===== src/rtl/icap_stream_feeder.sv =====
// icap_stream_feeder: pops wide FIFO words and serialises each one into
// DATA_SIZE/ICAP_DATA_SIZE ICAP writes, with busy back-pressure, abort,
// back-to-back beat prefetch and a running count of words written.
// Build option: define ICAP_BITSWAP_EN to bit-reverse every byte of icap_data
// (Xilinx ICAP bit ordering); control and timing are unaffected.
module icap_stream_feeder #(
  parameter int DATA_SIZE      = 256,
  parameter int ICAP_DATA_SIZE = 32,
  parameter int FLAG_SIZE      = 1,
  parameter int LSW_FIRST      = 1,
  parameter int COUNT_WIDTH    = 32
) (
  input  logic                      clock,
  input  logic                      reset,
  input  logic [FLAG_SIZE-1:0]      fifo_empty,
  input  logic [DATA_SIZE-1:0]      fifo_data,
  output logic [FLAG_SIZE-1:0]      fifo_read_en,
  input  logic                      icap_busy,
  output logic [ICAP_DATA_SIZE-1:0] icap_data,
  output logic [FLAG_SIZE-1:0]      icap_en,
  input  logic                      enable,
  input  logic                      abort,
  input  logic                      clear_count,
  output logic [COUNT_WIDTH-1:0]    words_sent,
  output logic [1:0]                state,
  output logic                      idle
);

  localparam int N = DATA_SIZE / ICAP_DATA_SIZE;
  localparam int IDX_W = $clog2(N);
  localparam logic [IDX_W-1:0] LAST_IDX = IDX_W'(N - 1);

  typedef enum logic [1:0] {
    S_IDLE  = 2'b00,
    S_WAIT  = 2'b01,
    S_SHIFT = 2'b10
  } state_t;

  state_t                      state_q, state_d;
  logic [DATA_SIZE-1:0]        shift_q;
  logic [IDX_W-1:0]            idx_q;
  logic [IDX_W-1:0]            sel;
  logic [ICAP_DATA_SIZE-1:0]   slice_raw;
  logic [COUNT_WIDTH-1:0]      count_q;
  logic                        rd;
  logic                        wr;
  logic                        has_data;
  logic                        last_slice;

  // Reverse the bit order inside each byte, keeping byte positions.
  function automatic logic [ICAP_DATA_SIZE-1:0] byte_bitswap(
    input logic [ICAP_DATA_SIZE-1:0] w
  );
    logic [ICAP_DATA_SIZE-1:0] r;
    r = '0;
    for (int b = 0; b < ICAP_DATA_SIZE / 8; b++) begin
      for (int i = 0; i < 8; i++) begin
        r[b*8 + i] = w[b*8 + 7 - i];
      end
    end
    return r;
  endfunction

  assign has_data   = ~|fifo_empty;
  assign last_slice = (idx_q == LAST_IDX);

  // Next-state and strobe decode; abort overrides every other transition.
  always_comb begin
    state_d = state_q;
    rd      = 1'b0;
    wr      = 1'b0;
    case (state_q)
      S_WAIT: begin
        state_d = abort ? S_IDLE : S_SHIFT;
      end
      S_SHIFT: begin
        if (abort) begin
          state_d = S_IDLE;
        end else if (!icap_busy) begin
          wr = 1'b1;
          if (last_slice) begin
            // Prefetch the next beat so only the WAIT cycle is a bubble.
            if (enable && has_data) begin
              rd      = 1'b1;
              state_d = S_WAIT;
            end else begin
              state_d = S_IDLE;
            end
          end
        end
      end
      default: begin
        rd      = enable && has_data && !abort;
        state_d = rd ? S_WAIT : S_IDLE;
      end
    endcase
  end

  // State, beat capture and slice index; index parks on the last slice so
  // icap_data keeps its final value between beats.
  always_ff @(posedge clock or posedge reset) begin
    if (reset) begin
      state_q <= S_IDLE;
      shift_q <= '0;
      idx_q   <= '0;
    end else begin
      state_q <= state_d;
      if (state_q == S_WAIT && !abort) begin
        shift_q <= fifo_data;
        idx_q   <= '0;
      end else if (wr && !last_slice) begin
        idx_q <= idx_q + 1'b1;
      end
    end
  end

  // Running write count; a clear coinciding with a write leaves 1.
  always_ff @(posedge clock or posedge reset) begin
    if (reset) begin
      count_q <= '0;
    end else if (clear_count) begin
      count_q <= wr ? COUNT_WIDTH'(1) : '0;
    end else if (wr) begin
      count_q <= count_q + 1'b1;
    end
  end

  // Slice selection in the configured word order.
  always_comb begin
    sel       = (LSW_FIRST != 0) ? idx_q : (LAST_IDX - idx_q);
    slice_raw = shift_q[sel*ICAP_DATA_SIZE +: ICAP_DATA_SIZE];
  end

`ifdef ICAP_BITSWAP_EN
  assign icap_data = byte_bitswap(slice_raw);
`else
  assign icap_data = slice_raw;
`endif

  // Strobes are forced low while reset is asserted.
  assign fifo_read_en = {FLAG_SIZE{rd & ~reset}};
  assign icap_en      = {FLAG_SIZE{wr & ~reset}};
  assign words_sent   = count_q;
  assign state        = state_q;
  assign idle         = !(state_q == S_WAIT || state_q == S_SHIFT);

endmodule


===== config.mk =====
export PLATFORM = sky130hd
export DESIGN_NAME = icap_stream_feeder
export DESIGN_NICKNAME = d
export VERILOG_FILES = /design/src/rtl/icap_stream_feeder.sv
export SDC_FILE = /design/constraint.sdc
export NUM_CORES = 1
export LEC_CHECK = 0
export BUFFER_PORTS_ARGS = -buffer_cell sky130_fd_sc_hd__buf_4
export CAP_MARGIN = 20
export CORE_MARGIN = 2
export CORE_UTILIZATION = 50
export CTS_BUF_LIST = sky130_fd_sc_hd__clkbuf_8
export DETAILED_ROUTE_END_ITERATION = 8
export GPL_TIMING_DRIVEN = 0
export PLACE_DENSITY_LB_ADDON = 0.12
export SLEW_MARGIN = 25
export SYNTH_ARGS = -nofsm -noshare
export SYNTH_HDL_FRONTEND = slang
export SYNTH_SLANG_ARGS = --single-unit

===== constraint.sdc =====
create_clock -name clock -period 14.4 [get_ports clock]
set_input_delay 4.32 -clock clock [delete_from_list [all_inputs] [get_ports clock]]
set_output_delay 4.32 -clock clock [all_outputs]
set_load 0.01 [all_outputs]

==> reports/metrics.yaml, run 1 <==
critical-path-slowest-cell: "nor3b_4"
yosys.cell_types.count: 34
cts_sinks: 293
slew_violations: 0
critical_path_class: "in -> out"
worst_slew_pin_slew_ps: 899
gr-total-overflow: 0
status: "finished clean"
hold_buffers: 0
drv_cap: 0
area_delta_synth_final_pct: 30.7
finalWorstSetupSlack_ps: 4560
crit_family: "simple AND/OR/NAND/NOR gates"
synth_top_area_frac: 0.552
drt-initial-drc-count: 370
async_reset_ff_frac: 1.00
synth.area.top_cells: "dfrtp_1 (55%), mux2_2 (25%), mux4_2 (11%)"
met2_usage: 0.417
grt_pass1_vias: 9524
syn_avg_cell_area_sq_um: 15.4
crit_chain: "buf_4 -> nor3b_4 -> nand2_1 -> mux2_2 -> nor3_1 -> buf_4"
cp.arrival_ps: 5520
first_pass_iters: 4
ir_drop_v: 0.000105
cts_setup_buffers: 0
met3_usage: 0.0772
yosysSeqAreaShare: 0.552
antenna_found_initial: 1
cts_tree: "done"
hold_ws_ps: 499
rows: 59
core-area_sq_um: 26100
cts_buffers: 52
clk_pin_slew_ps: 60
wl_um: 36300
htreeDepth: 2
crit_required_ps: 10080
hpwl_um: 26500
critPathBufInv: 2
fmax_mhz: 102
vias_per_cell: 5.49
die_w_um: 167
synth_area_sq_um: 13300
gp_congestion: 0.828
cp_slowest_stage_delay_ps: 370
crit_top_cell: "buf_4"
powerDensity_nw_per_um2: 132
cts_resized: 0
final_nets: 1517
setup_viol: 0
hold_viol_final: 0
io_pins: 332
endpoint_kind: "output pin"
track_usage: 0.262
hp-class: "reg -> reg"
rsz0062_at_grt: "false"
cts.path.max_buffers: 3
synth_fp_nets: 1129
fin_crit_ps: 9840
root_buffer: "clkbuf_8"
ys_warn_count: 0
synth_seq_cells: 293
design_area_sq_um: 17400
stdcell_count: 1625
placed_area_sq_um: 16300
syn_inst: 861
fill_cells: 1986
tns_ps: 0
p_leak_uw: 0.00780
die_area_sq_um: 27900
relSlewSlack: 0.401
synth-edff-count: 0
grt_max_degree: 98
place_ws_ps: 4550
drcViolationCount: 0
drt.antenna.violating_nets: 0
critPathLaunchType: "primary input"
drive_gt1_frac: 0.627
portBuffers: 331
grt.met1_usage: 0.348
vias: 8923
finClkSkew_ps: 15.7
fin_crit_sh: 0.684
yosysMostFrequentCell: "dfrtp_1"
cp_max_fo: 9
dp_cells: 1530
drt-wirelength-per-cell_um: 22.3
synth_common_cells: "dfrtp_1 (293), mux2_2 (290), mux4_2 (64), nor2_1 (35), buf_2 (29)"
yosysTopAreaCell: "dfrtp_1"
initial_core_util: 0.510
clk_latency_ps: 580
ys.flop_type: "dfrtp_1"
die_h_um: 167
top_usage_layer: "met2"
grt_pass1_wl_um: 55500
[state kept, by name, summed over array words and instances (netlist names)]
name,cells
idx_q,3
words_sent,32
shift_q,256
state,2
[per-stage QoR]
stage	power [uW]	util
floorplan	1350	-
global placement	1500	0.622
detailed placement	1520	0.625
CTS	2310	0.667
global route	2400	0.667
finish	2290	0.667
[cell families after synthesis]
| family | count (synthesis) | share of synthesized area |
|---|---|---|
| AO/OA/AOI/OAI | 11 | 0.00414 |
| adder cells (fa/ha/maj) | 5 | 0.00471 |
| multiplexers | 354 | 0.354 |
| flip-flops | 293 | 0.552 |
| XOR/XNOR | 29 | 0.0191 |
| buffers and inverters | 59 | 0.0194 |
| AND/OR/NAND/NOR | 110 | 0.0469 |
[cells in the final DEF, fill, tap and decap left out, types with 12 or more instances in the layout]
cell,synthesis,routed
buf_4,0,331
dfrtp_1,293,293
mux2_2,290,290
clkbuf_8,0,71
mux4_2,64,64
nor2_1,35,35
buf_2,29,29
clkbuf_1,21,21
inv_1,6,18
xnor2_1,16,16
xor2_1,13,13
nand2_1,12,12
nand3_1,12,12
[where the power goes]
group          switching [uW]  internal, uW  leakage (uW)
Sequential               87.1          1000       0.00360
Combinational             133           286       0.00359
Clock                     348           438      0.000614
Total                     568          1720       0.00780
[per-layer routing]
| metal | share of wire | vias to the layer above | wire length, um |
|---|---|---|---|
| met3 | 0.080 | 63 | 2890 |
| met1 | 0.42 | 4574 | 15200 |
| met4 | 0.029 | 0 | 1070 |
| met2 | 0.47 | 322 | 17100 |
| met5 | 0 | - | 0 |
| li1 | - | 3964 | - |
[final timing paths]
path	depth (start not counted)	from	end	slack, ps
max in group asynchronous	4	reset	shift_q[52]$_DFFE_PP0P_	9550
worst max-delay path	6	abort	fifo_read_en	4560
min in group asynchronous	2	reset	words_sent[4]$_DFFE_PP0P_	3680
worst max register to register	7	state[1]$_DFFE_PP0P_	shift_q[231]$_DFFE_PP0P_	11920
worst min register to register	1	shift_q[216]$_DFFE_PP0P_	shift_q[216]$_DFFE_PP0P_	500
worst min-delay path	1	shift_q[216]$_DFFE_PP0P_	shift_q[216]$_DFFE_PP0P_	500
[cell type report]
class / count / area [sq um] / area share
flip-flops and latches: 293 / 7330 / 0.422
multi-input cells: 509 / 5700 / 0.328
repair buffers: 334 / 2570 / 0.148
clock buffers: 71 / 977 / 0.0562
well taps: 335 / 419 / 0.0241
plain buffers: 53 / 235 / 0.0135
clock inverters: 22 / 106 / 0.00612
inverters: 6 / 30.0 / 0.00173
diodes: 2 / 5.00 / 0.000288
[worst register-to-register path, stage by stage (launching register included)]
cell      delay (ps)
dfrtp_1          400
inv_1             80
ha_1             120
nor2b_1          150
clkbuf_1         400
clkbuf_1         390
buf_2            440
mux2_2           390
Power figures use the tool's default switching activity.
==> inputs of run 2 (changes only) <==
- clock period: 14.4 -> 8.9 ns (I/O delays scaled with it)
==> reports/metrics.yaml, run 2 (synthesized netlist as in run 1, its figures left out) <==
status: "finished clean"
min_from: "shift_q[192]$_DFFE_PP0P_"
fill_cells: 1996  # +0.50%
drt-wirelength-per-cell_um: 22.5  # +0.89%
cp.arrival_ps: 3890  # -1630 ps
fin_crit_ps: 6560
fin_crit_sh: 0.737
crit_family: "simple AND/OR/NAND/NOR gates"
slew_violations: 0  # unchanged
cp_slowest_stage_delay_ps: 390  # +20 ps
regMostFlops: "shift_q"
setup_viol: 0  # unchanged
worstReg2RegEnd: "shift_q[134]$_DFFE_PP0P_"
rrSetupSlack_ps: 6420  # -5500 ps
ir_drop_v: 0.000155  # +47%
finalWorstSetupSlack_ps: 2340  # -2220 ps
crit_chain: "buf_4 -> nor3b_4 -> nand2_1 -> mux2_2 -> nor3_1 -> buf_4"
gr-total-overflow: 0  # unchanged
swShare: 0.250  # +0.00222
cts_buffers: 51  # -1.9%
grt_pass1_wl_um: 56500  # +1.7%
vias: 8963  # +0.45%
grt_pass1_vias: 9665  # +1.5%
p_comb_frac: 0.189  # +0.006
crit_end: "fifo_read_en"
p_leak_uw: 0.00783  # +0.40%
cp.depth: 6  # unchanged
clk_latency_ps: 580  # about the same
cts.path.max_buffers: 3  # unchanged
r2r_start: "state[1]$_DFFE_PP0P_"
hold_viol_final: 0  # unchanged
place_ws_ps: 2330  # -2220 ps
layout_commonest_cell: "buf_4"
hold_buffers: 0  # unchanged
drv_cap: 0  # unchanged
critical_path_class: "in -> out"
antenna_found_initial: 5  # +4
cts_setup_buffers: 0  # unchanged
multi_input_area_sq_um: 5700  # unchanged
root_buffer: "clkbuf_8"
wl_um: 36800  # +1.3%
drt-initial-drc-count: 559  # +51%
finClkSkew_ps: 27.4  # +11.7 ps
critical-path-slowest-cell: "nor3b_4"
gp_congestion: 0.867  # +4.7%
drive_gt1_frac: 0.626  # about the same
portBuffers: 331  # unchanged
htreeDepth: 2  # unchanged
rows: 59  # unchanged
layout_common_cells: "buf_4 (331), dfrtp_1 (293), mux2_2 (290)"
tns_ps: 0  # unchanged
initial_core_util: 0.510  # unchanged
hpwl_um: 27300  # +3.1%
final_nets: 1524  # +0.46%
io_pins: 332  # unchanged
hp-class: "reg -> reg"
internal-power_uw: 2740  # +59%
crit_required_ps: 6230  # -3850 ps
vias_per_cell: 5.49  # about the same
cts_tree: "done"
crit_top_cell: "buf_4"
first_pass_iters: 5  # +1
powerDensity_nw_per_um2: 209  # +59%
core-area_sq_um: 26100  # unchanged
regArea_sq_um: 7330  # unchanged
track_usage: 0.265  # +0.00280
worst_slew_pin_slew_ps: 890  # -9.23 ps
drt.antenna.violating_nets: 0  # unchanged
area_delta_synth_final_pct: 31.3
holdPathStages: 1  # unchanged
p_total_uw: 3650  # +59%
fmax_mhz: 152
grt_max_degree: 32  # -67%
cts_sinks: 293  # unchanged
pwr-share-seq: 0.482  # +0.008
drcViolationCount: 0  # unchanged
endpoint_kind: "output pin"
critPathBufInv: 2  # unchanged
rsz0062_at_grt: "false"
clk_pin_slew_ps: 50  # about the same
critPathLaunchType: "primary input"
largest_reg_flops: 256  # unchanged
die_area_sq_um: 27900  # unchanged
die_h_um: 167  # unchanged
p_switching_uw: 914  # +61%
relSlewSlack: 0.407  # +0.00616
utilization: 0.670  # +0.00288
crit_start: "abort"
die_w_um: 167  # unchanged
reg2reg_depth: 7  # unchanged
cp_max_fo: 9  # unchanged
p_clk_frac: 0.330  # -0.013
cts_resized: 0  # unchanged
==> run 2: cell count changes in the layout (fill, tap and decap cells not counted), sizes merged <==
cell / before / now
buf: 366 / 374
clkinv: 6 / 7
diode: 2 / 5
clkinvlp: 1 / 2
clkbuf: 92 / 86
==> run 2: per-stage QoR <==
stage / instances / hold WS [ps] / area, sq um
floorplan: 861 / 475 / 13300
global placement: 1527 / 484 / 16200
detailed placement: 1538 / 490 / 16400
CTS: 1627 / 503 / 17400
global route: 1632 / 513 / 17400
finish: 1632 / 499 / 17400
==> run 2: layer usage <==
metal | global-route usage | wire [um] | vias to the layer above
met4 | 0.102 | 1310 | 0
met5 | 0 | 0 | -
met1 | 0.348 | 15500 | 4622
li1 | - | - | 3974
met3 | 0.0732 | 2500 | 76
met2 | 0.422 | 17400 | 291
==> run 2: power groups by stage <==
stage	clock, uW	sequential [uW]	combinational [uW]
floorplan	0	1730	461
detailed placement	0	1780	694
finish	1200	1760	689
global route	1300	1790	741
global placement	0	1770	661
CTS	1230	1760	697
==> run 2: worst min-delay path by stage <==
stage | endpoint | slack (ps)
finish | shift_q[192]$_DFFE_PP0P_ | 500
global route | shift_q[193]$_DFFE_PP0P_ | 510
CTS | shift_q[222]$_DFFE_PP0P_ | 500
detailed placement | shift_q[215]$_DFFE_PP0P_ | 490
global placement | shift_q[98]$_DFFE_PP0P_ | 480
floorplan | shift_q[62]$_DFFE_PP0P_ | 480
==> run 2: cell type report <==
class                      instances  share of cell area
clock inverter                    24             0.00617
multi-input combinational        509               0.327
buffer                            53              0.0135
tap                              335              0.0240
inverter                           6             0.00151
timing repair buffer             342               0.156
sequential                       293               0.420
clock buffer                      65              0.0513
antenna                            5            0.000717
==> run 2: worst reg2reg max path, stage by stage (launching register included) <==
cell      delay (ps)
dfrtp_1          400
inv_1             80
ha_1             120
nor2b_1          190
clkbuf_1         330
clkbuf_1         430
buf_2            420
mux2_2           400
